<file path="config.mk">
export PLATFORM = sky130hd
export DESIGN_NAME = aurora_hls_monitor_reader
export DESIGN_NICKNAME = d
export VERILOG_FILES = /design/src/rtl/aurora_hls_monitor_reader.sv
export SDC_FILE = /design/constraint.sdc
export NUM_CORES = 2
export LEC_CHECK = 0
export CORE_MARGIN = 1
export CORE_UTILIZATION = 47
export DETAILED_ROUTE_END_ITERATION = 7
export GPL_ROUTABILITY_DRIVEN = 0
export PLACE_DENSITY_LB_ADDON = 0.25
export SYNTH_ARGS = -nofsm -noshare
export SYNTH_HDL_FRONTEND = slang
export SYNTH_SLANG_ARGS = --single-unit
export TNS_END_PERCENT = 20
</file>
<file path="constraint.sdc">
create_clock -name clk -period 20.1 [get_ports clk]
set_input_delay 2.01 -clock clk [delete_from_list [all_inputs] [get_ports clk]]
set_output_delay 2.01 -clock clk [all_outputs]
set_load 0.02 [all_outputs]
</file>
<file path="src/rtl/aurora_hls_monitor_reader.sv">
// Snapshots the link monitor counter bank on request or on a periodic timer.
// Streams the snapshot as one AXI-Stream report: header, counters, XOR checksum.
module aurora_hls_monitor_reader #(
    parameter int          NUM_COUNTERS  = 17,
    parameter int          PERIOD_CYCLES = 0,
    parameter logic [7:0]  REPORT_ID     = 8'hA5
) (
    input  logic                         clk,
    input  logic                         rst,
    input  logic [NUM_COUNTERS*32-1:0]   counters_flat,
    input  logic                         snapshot_req,
    output logic                         busy,
    output logic                         m_tvalid,
    input  logic                         m_tready,
    output logic [31:0]                  m_tdata,
    output logic                         m_tlast,
    output logic [31:0]                  report_count,
    output logic [31:0]                  dropped_req_count
);

    typedef enum logic [1:0] {
        ST_IDLE   = 2'd0,
        ST_HEADER = 2'd1,
        ST_DATA   = 2'd2,
        ST_CHECK  = 2'd3
    } state_t;

    localparam int         SNAP_W   = NUM_COUNTERS * 32;
    localparam logic [7:0] LAST_IDX = 8'(NUM_COUNTERS - 1);
    localparam logic [7:0] NUM_BYTE = 8'(NUM_COUNTERS);

    function automatic logic [31:0] csum_fold(input logic [31:0] acc, input logic [31:0] word);
        return acc ^ word;
    endfunction

    state_t              state_r,  state_n_s;
    logic                valid_r,  valid_n_s;
    logic                last_r,   last_n_s;
    logic                busy_r,   busy_n_s;
    logic [31:0]         data_r,   data_n_s;
    logic [SNAP_W-1:0]   snap_r,   snap_n_s;
    logic [7:0]          idx_r,    idx_n_s;
    logic [31:0]         csum_r,   csum_n_s;
    logic [15:0]         seq_r,    seq_n_s;
    logic [31:0]         rep_r,    rep_n_s;
    logic [31:0]         drop_r,   drop_n_s;

    logic                timer_expire_s;
    logic                trigger_s;
    logic                handshake_s;
    logic [31:0]         header_s;

    generate
        if (PERIOD_CYCLES != 0) begin : g_timer
            localparam logic [31:0] TIMER_LAST = 32'(PERIOD_CYCLES - 1);
            logic [31:0] timer_r;

            // Free-running period timer, independent of the report state.
            always_ff @(posedge clk or posedge rst) begin
                if (rst) begin
                    timer_r <= 32'd0;
                end else if (timer_r == TIMER_LAST) begin
                    timer_r <= 32'd0;
                end else begin
                    timer_r <= timer_r + 32'd1;
                end
            end

            assign timer_expire_s = (timer_r == TIMER_LAST);
        end else begin : g_no_timer
            assign timer_expire_s = 1'b0;
        end
    endgenerate

    assign trigger_s   = snapshot_req | timer_expire_s;
    assign handshake_s = valid_r & m_tready;
    assign header_s    = {REPORT_ID, seq_r, NUM_BYTE};

    // Next-state and next-output logic; the snapshot drains by shifting one word per beat.
    always_comb begin
        state_n_s = state_r;
        valid_n_s = valid_r;
        last_n_s  = last_r;
        busy_n_s  = busy_r;
        data_n_s  = data_r;
        snap_n_s  = snap_r;
        idx_n_s   = idx_r;
        csum_n_s  = csum_r;
        seq_n_s   = seq_r;
        rep_n_s   = rep_r;
        drop_n_s  = drop_r;

        if (trigger_s && (state_r != ST_IDLE)) begin
            drop_n_s = drop_r + 32'd1;
        end else begin
            drop_n_s = drop_r;
        end

        case (state_r)
            ST_IDLE: begin
                if (trigger_s) begin
                    state_n_s = ST_HEADER;
                    snap_n_s  = counters_flat;
                    csum_n_s  = 32'd0;
                    valid_n_s = 1'b1;
                    busy_n_s  = 1'b1;
                    last_n_s  = 1'b0;
                    data_n_s  = header_s;
                    idx_n_s   = 8'd0;
                end else begin
                    state_n_s = ST_IDLE;
                end
            end
            ST_HEADER: begin
                if (handshake_s) begin
                    state_n_s = ST_DATA;
                    idx_n_s   = 8'd0;
                    csum_n_s  = csum_fold(csum_r, data_r);
                    data_n_s  = snap_r[31:0];
                    snap_n_s  = snap_r >> 32;
                end else begin
                    state_n_s = ST_HEADER;
                end
            end
            ST_DATA: begin
                if (handshake_s) begin
                    csum_n_s = csum_fold(csum_r, data_r);
                    if (idx_r == LAST_IDX) begin
                        state_n_s = ST_CHECK;
                        data_n_s  = csum_fold(csum_r, data_r);
                        last_n_s  = 1'b1;
                    end else begin
                        idx_n_s  = idx_r + 8'd1;
                        data_n_s = snap_r[31:0];
                        snap_n_s = snap_r >> 32;
                    end
                end else begin
                    state_n_s = ST_DATA;
                end
            end
            ST_CHECK: begin
                if (handshake_s) begin
                    state_n_s = ST_IDLE;
                    valid_n_s = 1'b0;
                    busy_n_s  = 1'b0;
                    last_n_s  = 1'b0;
                    data_n_s  = 32'd0;
                    rep_n_s   = rep_r + 32'd1;
                    seq_n_s   = seq_r + 16'd1;
                end else begin
                    state_n_s = ST_CHECK;
                end
            end
            default: begin
                state_n_s = ST_IDLE;
                valid_n_s = 1'b0;
                busy_n_s  = 1'b0;
                last_n_s  = 1'b0;
                data_n_s  = 32'd0;
            end
        endcase
    end

    // State, output and statistics registers.
    always_ff @(posedge clk or posedge rst) begin
        if (rst) begin
            state_r <= ST_IDLE;
            valid_r <= 1'b0;
            last_r  <= 1'b0;
            busy_r  <= 1'b0;
            data_r  <= 32'd0;
            snap_r  <= '0;
            idx_r   <= 8'd0;
            csum_r  <= 32'd0;
            seq_r   <= 16'd0;
            rep_r   <= 32'd0;
            drop_r  <= 32'd0;
        end else begin
            state_r <= state_n_s;
            valid_r <= valid_n_s;
            last_r  <= last_n_s;
            busy_r  <= busy_n_s;
            data_r  <= data_n_s;
            snap_r  <= snap_n_s;
            idx_r   <= idx_n_s;
            csum_r  <= csum_n_s;
            seq_r   <= seq_n_s;
            rep_r   <= rep_n_s;
            drop_r  <= drop_n_s;
        end
    end

    assign busy              = busy_r;
    assign m_tvalid          = valid_r;
    assign m_tdata           = data_r;
    assign m_tlast           = last_r;
    assign report_count      = rep_r;
    assign dropped_req_count = drop_r;

endmodule
</file>
### Word level (Yosys, flattened, before mapping)

Index checks and enable logic that the tools add are counted.

* output and inout bits: 99
* bits of input ports: 548
* bits in registers: 700

* multiplexer cells: 32
* bitwise gates (word level): 2
* eq/ne operators: 12
* add/sub/neg operators: 4
* reduce and logical (&&, ||, !) cells: 14

Operator list (count)
* $mux 544: 4
* $pmux 544 s3: 1
* $mux 32: 7
* $pmux 32 s4: 1
* $add 32x1->32 const B: 2
* $pmux 32 s2: 1
* $mux 8: 4
* $xor 32x32->32: 1
* $pmux 8 s3: 1
* $add 16x1->16 const B: 1
* $ne 2x2->1 const B: 6
* $reduce_and 5->1: 2
* $add 8x1->8 const B: 1
* $eq 8x5->1 const B: 1
* $mux 2: 4
* $pmux 2 s4: 1
* $mux 1: 6
* $reduce_and 3->1: 2
* $reduce_bool 2->1: 3
* $reduce_bool 3->1: 2
* $eq 2x2->1 const B: 2
* $reduce_and 4->1: 1
* $ne 3x3->1 const B: 1
* $pmux 1 s3: 1
* 8 further kinds: 8

### Depth between registers and ports, before layout

* depth after elaboration: 4
* mapped depth: 11

### Least setup slack after synthesis

No wires, ideal clock.

* path kind: input-to-reg
* from: in m_tready
* to: reg snap_r[167]
* stages on the path: 9
* arrival time: 3.243 ns
* slack: 16.721 ns
* cells stage by stage: nand2_1 a21oi_1 o211ai_4 buf_6 buf_6 buf_4 buf_4 nand2_1 o21ai_0

* cells in the longest elaborated chain, start to end: 3
* elaborated cells on any way between the ends: 4

RTL lines
* start, declared: line 14 `input logic m_tready,`
* $and 1x1->1 *: line 76 `assign handshake_s = valid_r & m_tready;`
* $ne 2x2->1 (no line)
* $reduce_and 5->1 (no line) *
* end signal, assigned: line 184 `snap_r <= snap_n_s;`
* end, declared: line 41 `logic [SNAP_W-1:0] snap_r, snap_n_s;`

Mark *: on every way between the ends. The rest lies on a longest branch, timed or not.
A chain may end at the register's enable or synchronous reset.

### Worst setup path after layout

* from: in snapshot_req
* to: reg snap_r[428]

* cells in the longest elaborated chain, start to end: 2

RTL lines
* start, declared: line 11 `input logic snapshot_req,`
* $ne 2x2->1 (no line)
* $reduce_and 5->1 (no line)

Every way passes these cells.

==> results.cfg <==
[pwr]
leakagePower_uw = 0.01876
switching_power_uw = 2750
fin_total_pwr_uw = 6877
part_of_the_total_power_dissipated_in_the_clock_network = 0.206
swShare = 0.3999
power_density_mw_per_mm2 = 165.0
seq_power_share = 0.361
ir_drop_mv = 0.1730
p_int_uw = 4127
combinationalPowerShare = 0.433

[final_layout]
number_of_standard_cells_in_the_layout_taps_in_and_fillers_out = 4654
multi_input_comb_area_mm2 = 0.01372
ratio_of_cells_with_drive_above_1_in_the_final_layout = 0.03906
fin_nets = 4264
fin_util = 0.6162
layout.filler_cells = 5676
synthToLayoutAreaGrowth_pct = 28.77
layout.area.seq_mm2 = 0.01752
postLayoutCellArea_mm2 = 0.04168

[die]
row_count = 95
io-pin-count = 647
placeableCoreArea_mm2 = 0.06763
design.die.area_mm2 = 0.06992
die_height_um = 264.4
floorplan.initialDensity = 0.4785
chipWidth_um = 264.4

[global_routing]
antenna_found_initial = 39
grt_max_degree = 296
global_route.overflow_total = 0
globalRouteTotalUtil = 0.2763
grt_pass1_wl_mm = 147.0
number_of_global_route_vias_before_repair = 24590

[clock_network]
cts.path.max_buffers = 3
cts.sinks = 700
cts_hold_buffers = 0
cts.clk_slew.worst_paths_ps = 60
htreeDepth = 3
insertion_delay_ps = 620
numCtsBuffers = 77
tritoncts = yes
ctsRootBufferMaster = sky130_fd_sc_hd__clkbuf_16
cts.repair_timing.setup_buffer_count = 0
number_of_resized_instances_in_the_post_cts_repair_step = 0

[sta]
report.final.hold_viol_count = 0
tightestPinTransition_ps = 1335
min_period_over_period = 0.2806
fin_skew_ps = 26.59
fin_setup_tns_ps = 0
finalSetupViolCount = 0
period_minus_slack_ps = 5639
rsz0062_at_grt = false
timing_max_transition_violations_final = 0
max_transition_margin = 0.1102
timing.fmax_mhz = 177.3

[logic_synthesis]
yosys.cell_types.count = 46
proportion_of_synthesized_chip_area_in_sequential_cells = 0.5412
postSynthRegisterBits = 700
synth_fp_nets = 3733
yosys_warnings = 0
synthesis.instances = 3176
synthesis.area_mm2 = 0.03237
post_synth.cell_area_avg_um2 = 10.19

[worst_setup_path]
kind_of_start_point_of_the_critical_path = input port
critical_path.endpoint_type = flip-flop
slowest_delay_ps = 960
ws_path_type = in2reg
number_of_buffer_and_inverter_instances_along_the_worst_setup_path = 4
cp_data_arrival_time_ps = 6080
largest_fanout_on_the_critical_path = 264
worst_path_max_delay_cell = sky130_fd_sc_hd__buf_4
path_cells = clkdlybuf4s50_1 > nand2b_1 > o211ai_4 > buf_12 > buf_4 > buf_4 > o21ai_0
crit_family = buffers and inverters
worstPathRequired_ps = 20540
cp_common_cell = sky130_fd_sc_hd__buf_4

[routing]
routed_wirelength_mm = 97.27
drt_initial_violations = 1985
via_count_of_the_routed_design = 24750
viasPerCell = 5.318
first_pass_iters = 5
detail_route.wl_per_cell_um = 20.90
drt.antenna.violating_nets = 0
number_of_remaining_drc_errors = 0

[placement]
place_area_mm2 = 0.03912
dp.final_hpwl_mm = 69.95
placement.io_buffers = 646
post-place-cells = 4501

[flow_run]
max_cap_violations = 0

[run_status]
run_status = finished clean

[hold_path]
hold_wc_path_type = reg2reg
-- per-layer routing --
layer	routed length, um	GRT usage	vias up
met1	38910	0.3343	11830
met4	2388	0.08265	48
met2	48840	0.4735	658
met3	6824	0.08286	193
li1	-	-	12030
met5	301	0	-
-- placed cells by master, fill, tap and decap left out, types with 18 or more instances in the layout --
master                            synthesis  layout
sky130_fd_sc_hd__clkbuf_16                0      79
sky130_fd_sc_hd__dfrtp_1                700     700
sky130_fd_sc_hd__nand4_1                 18      18
sky130_fd_sc_hd__diode_2                  0      18
sky130_fd_sc_hd__buf_4                   43      18
sky130_fd_sc_hd__clkdlybuf4s50_1          0     646
sky130_fd_sc_hd__clkbuf_1               142      24
sky130_fd_sc_hd__nand3_1                 44      43
sky130_fd_sc_hd__nor2_1                  72      71
sky130_fd_sc_hd__o21ai_1                239     238
sky130_fd_sc_hd__nand2b_1                35      35
sky130_fd_sc_hd__xor2_1                  38      38
sky130_fd_sc_hd__nand2_1                661     661
sky130_fd_sc_hd__xnor2_1                 55      55
sky130_fd_sc_hd__mux2i_1                515     515
sky130_fd_sc_hd__o21ai_0                425     425
-- synthesized netlist by cell type, drive strengths merged --
library cell | n | share of area
and2 | 4 | 0.00077
dfrtp | 700 | 0.54
nor4 | 3 | 0.00058
and2b | 1 | 0.00023
nand4b | 11 | 0.0030
a221oi | 13 | 0.0035
xor2 | 38 | 0.010
nand2 | 661 | 0.077
a21o | 11 | 0.0026
nor2 | 72 | 0.0084
and4 | 4 | 0.0011
nand4 | 18 | 0.0035
a31oi | 10 | 0.0019
nand2b | 35 | 0.0068
buf | 73 | 0.017
clkbuf | 145 | 0.017
inv | 17 | 0.0020
a41oi | 1 | 0.00027
o211ai | 2 | 0.00089
xnor2 | 55 | 0.015
nor3 | 13 | 0.0020
o22a | 1 | 0.00027
mux2 | 2 | 0.00070
a21oi | 16 | 0.0025
a221o | 9 | 0.0028
a22oi | 1 | 0.00023
o21ai | 664 | 0.10
and3 | 14 | 0.0027
mux2i | 515 | 0.16
or3 | 2 | 0.00039
nor4b | 1 | 0.00073
a211o | 6 | 0.0016
nand3 | 44 | 0.0068
ha | 9 | 0.0035
nor2b | 1 | 0.00019
or4 | 1 | 0.00023
nor3b | 1 | 0.00023
or2 | 1 | 0.00019
and4bb | 1 | 0.00039
-- logic make-up (layout without fill, tap and decap cells) --
logic type	Yosys count	count (layout)	synth area share
simple gates	888	888	0.1148
buf+inv	235	822	0.03618
other cells	0	18	0
compound gates	734	734	0.1192
fa+ha+maj	9	9	0.003479
flops	700	700	0.5412
mux	517	517	0.1600
xor+xnor	93	93	0.02517
-- power groups by stage --
stage                     Combinational [uW]  Sequential [uW]  Clock [uW]
final                                   2980             2480        1420
after global routing                    3310             2550        1500
after CTS                               3000             2480        1450
after detailed placement                2990             2500           0
after global placement                  2920             2480           0
after floorplan                         2350             2370           0
-- final cells by class --
cell class | count | share of cell area
antenna | 18 | 0.001081
timing repair buffer | 670 | 0.1613
multi-input combinational | 2241 | 0.3292
inverter | 17 | 0.001621
tap | 873 | 0.02621
clock inverter | 15 | 0.005074
sequential | 700 | 0.4203
clock buffer | 120 | 0.05521
-- flip-flops by register name, summed over array words and instances (netlist names) --
register and cells:
idx_r 8, dropped_req_count 32, csum_r 32, busy 1, m_tdata 32, snap_r 544, state_r 2, report_count 32
m_tlast 1, seq_r 16
-- path summary, 6_finish.rpt --
path / start / end / slack, ps / cells after the start
max reg2reg: state_r[0] / snap_r[428] / 15120 / 8
min: dropped_req_count[31] / dropped_req_count[31] / 470 / 1
min in group asynchronous: rst / snap_r[4] / 1880 / 2
max: snapshot_req / snap_r[428] / 14460 / 7
max in group asynchronous: rst / snap_r[196] / 15940 / 4
min reg2reg: dropped_req_count[31] / dropped_req_count[31] / 470 / 1
-- per-stage QoR --
| stage | hold WS [ps] | setup slack (ps) |
|---|---|---|
| finish | 470.0 | 14460 |
| global route | 490.2 | 14080 |
| CTS | 475.3 | 14510 |
| detailed placement | 465.2 | 13820 |
| global placement | 455.1 | 13940 |
| floorplan | 436.5 | 8508 |
No activity file was read; power rests on OpenSTA's default activity.
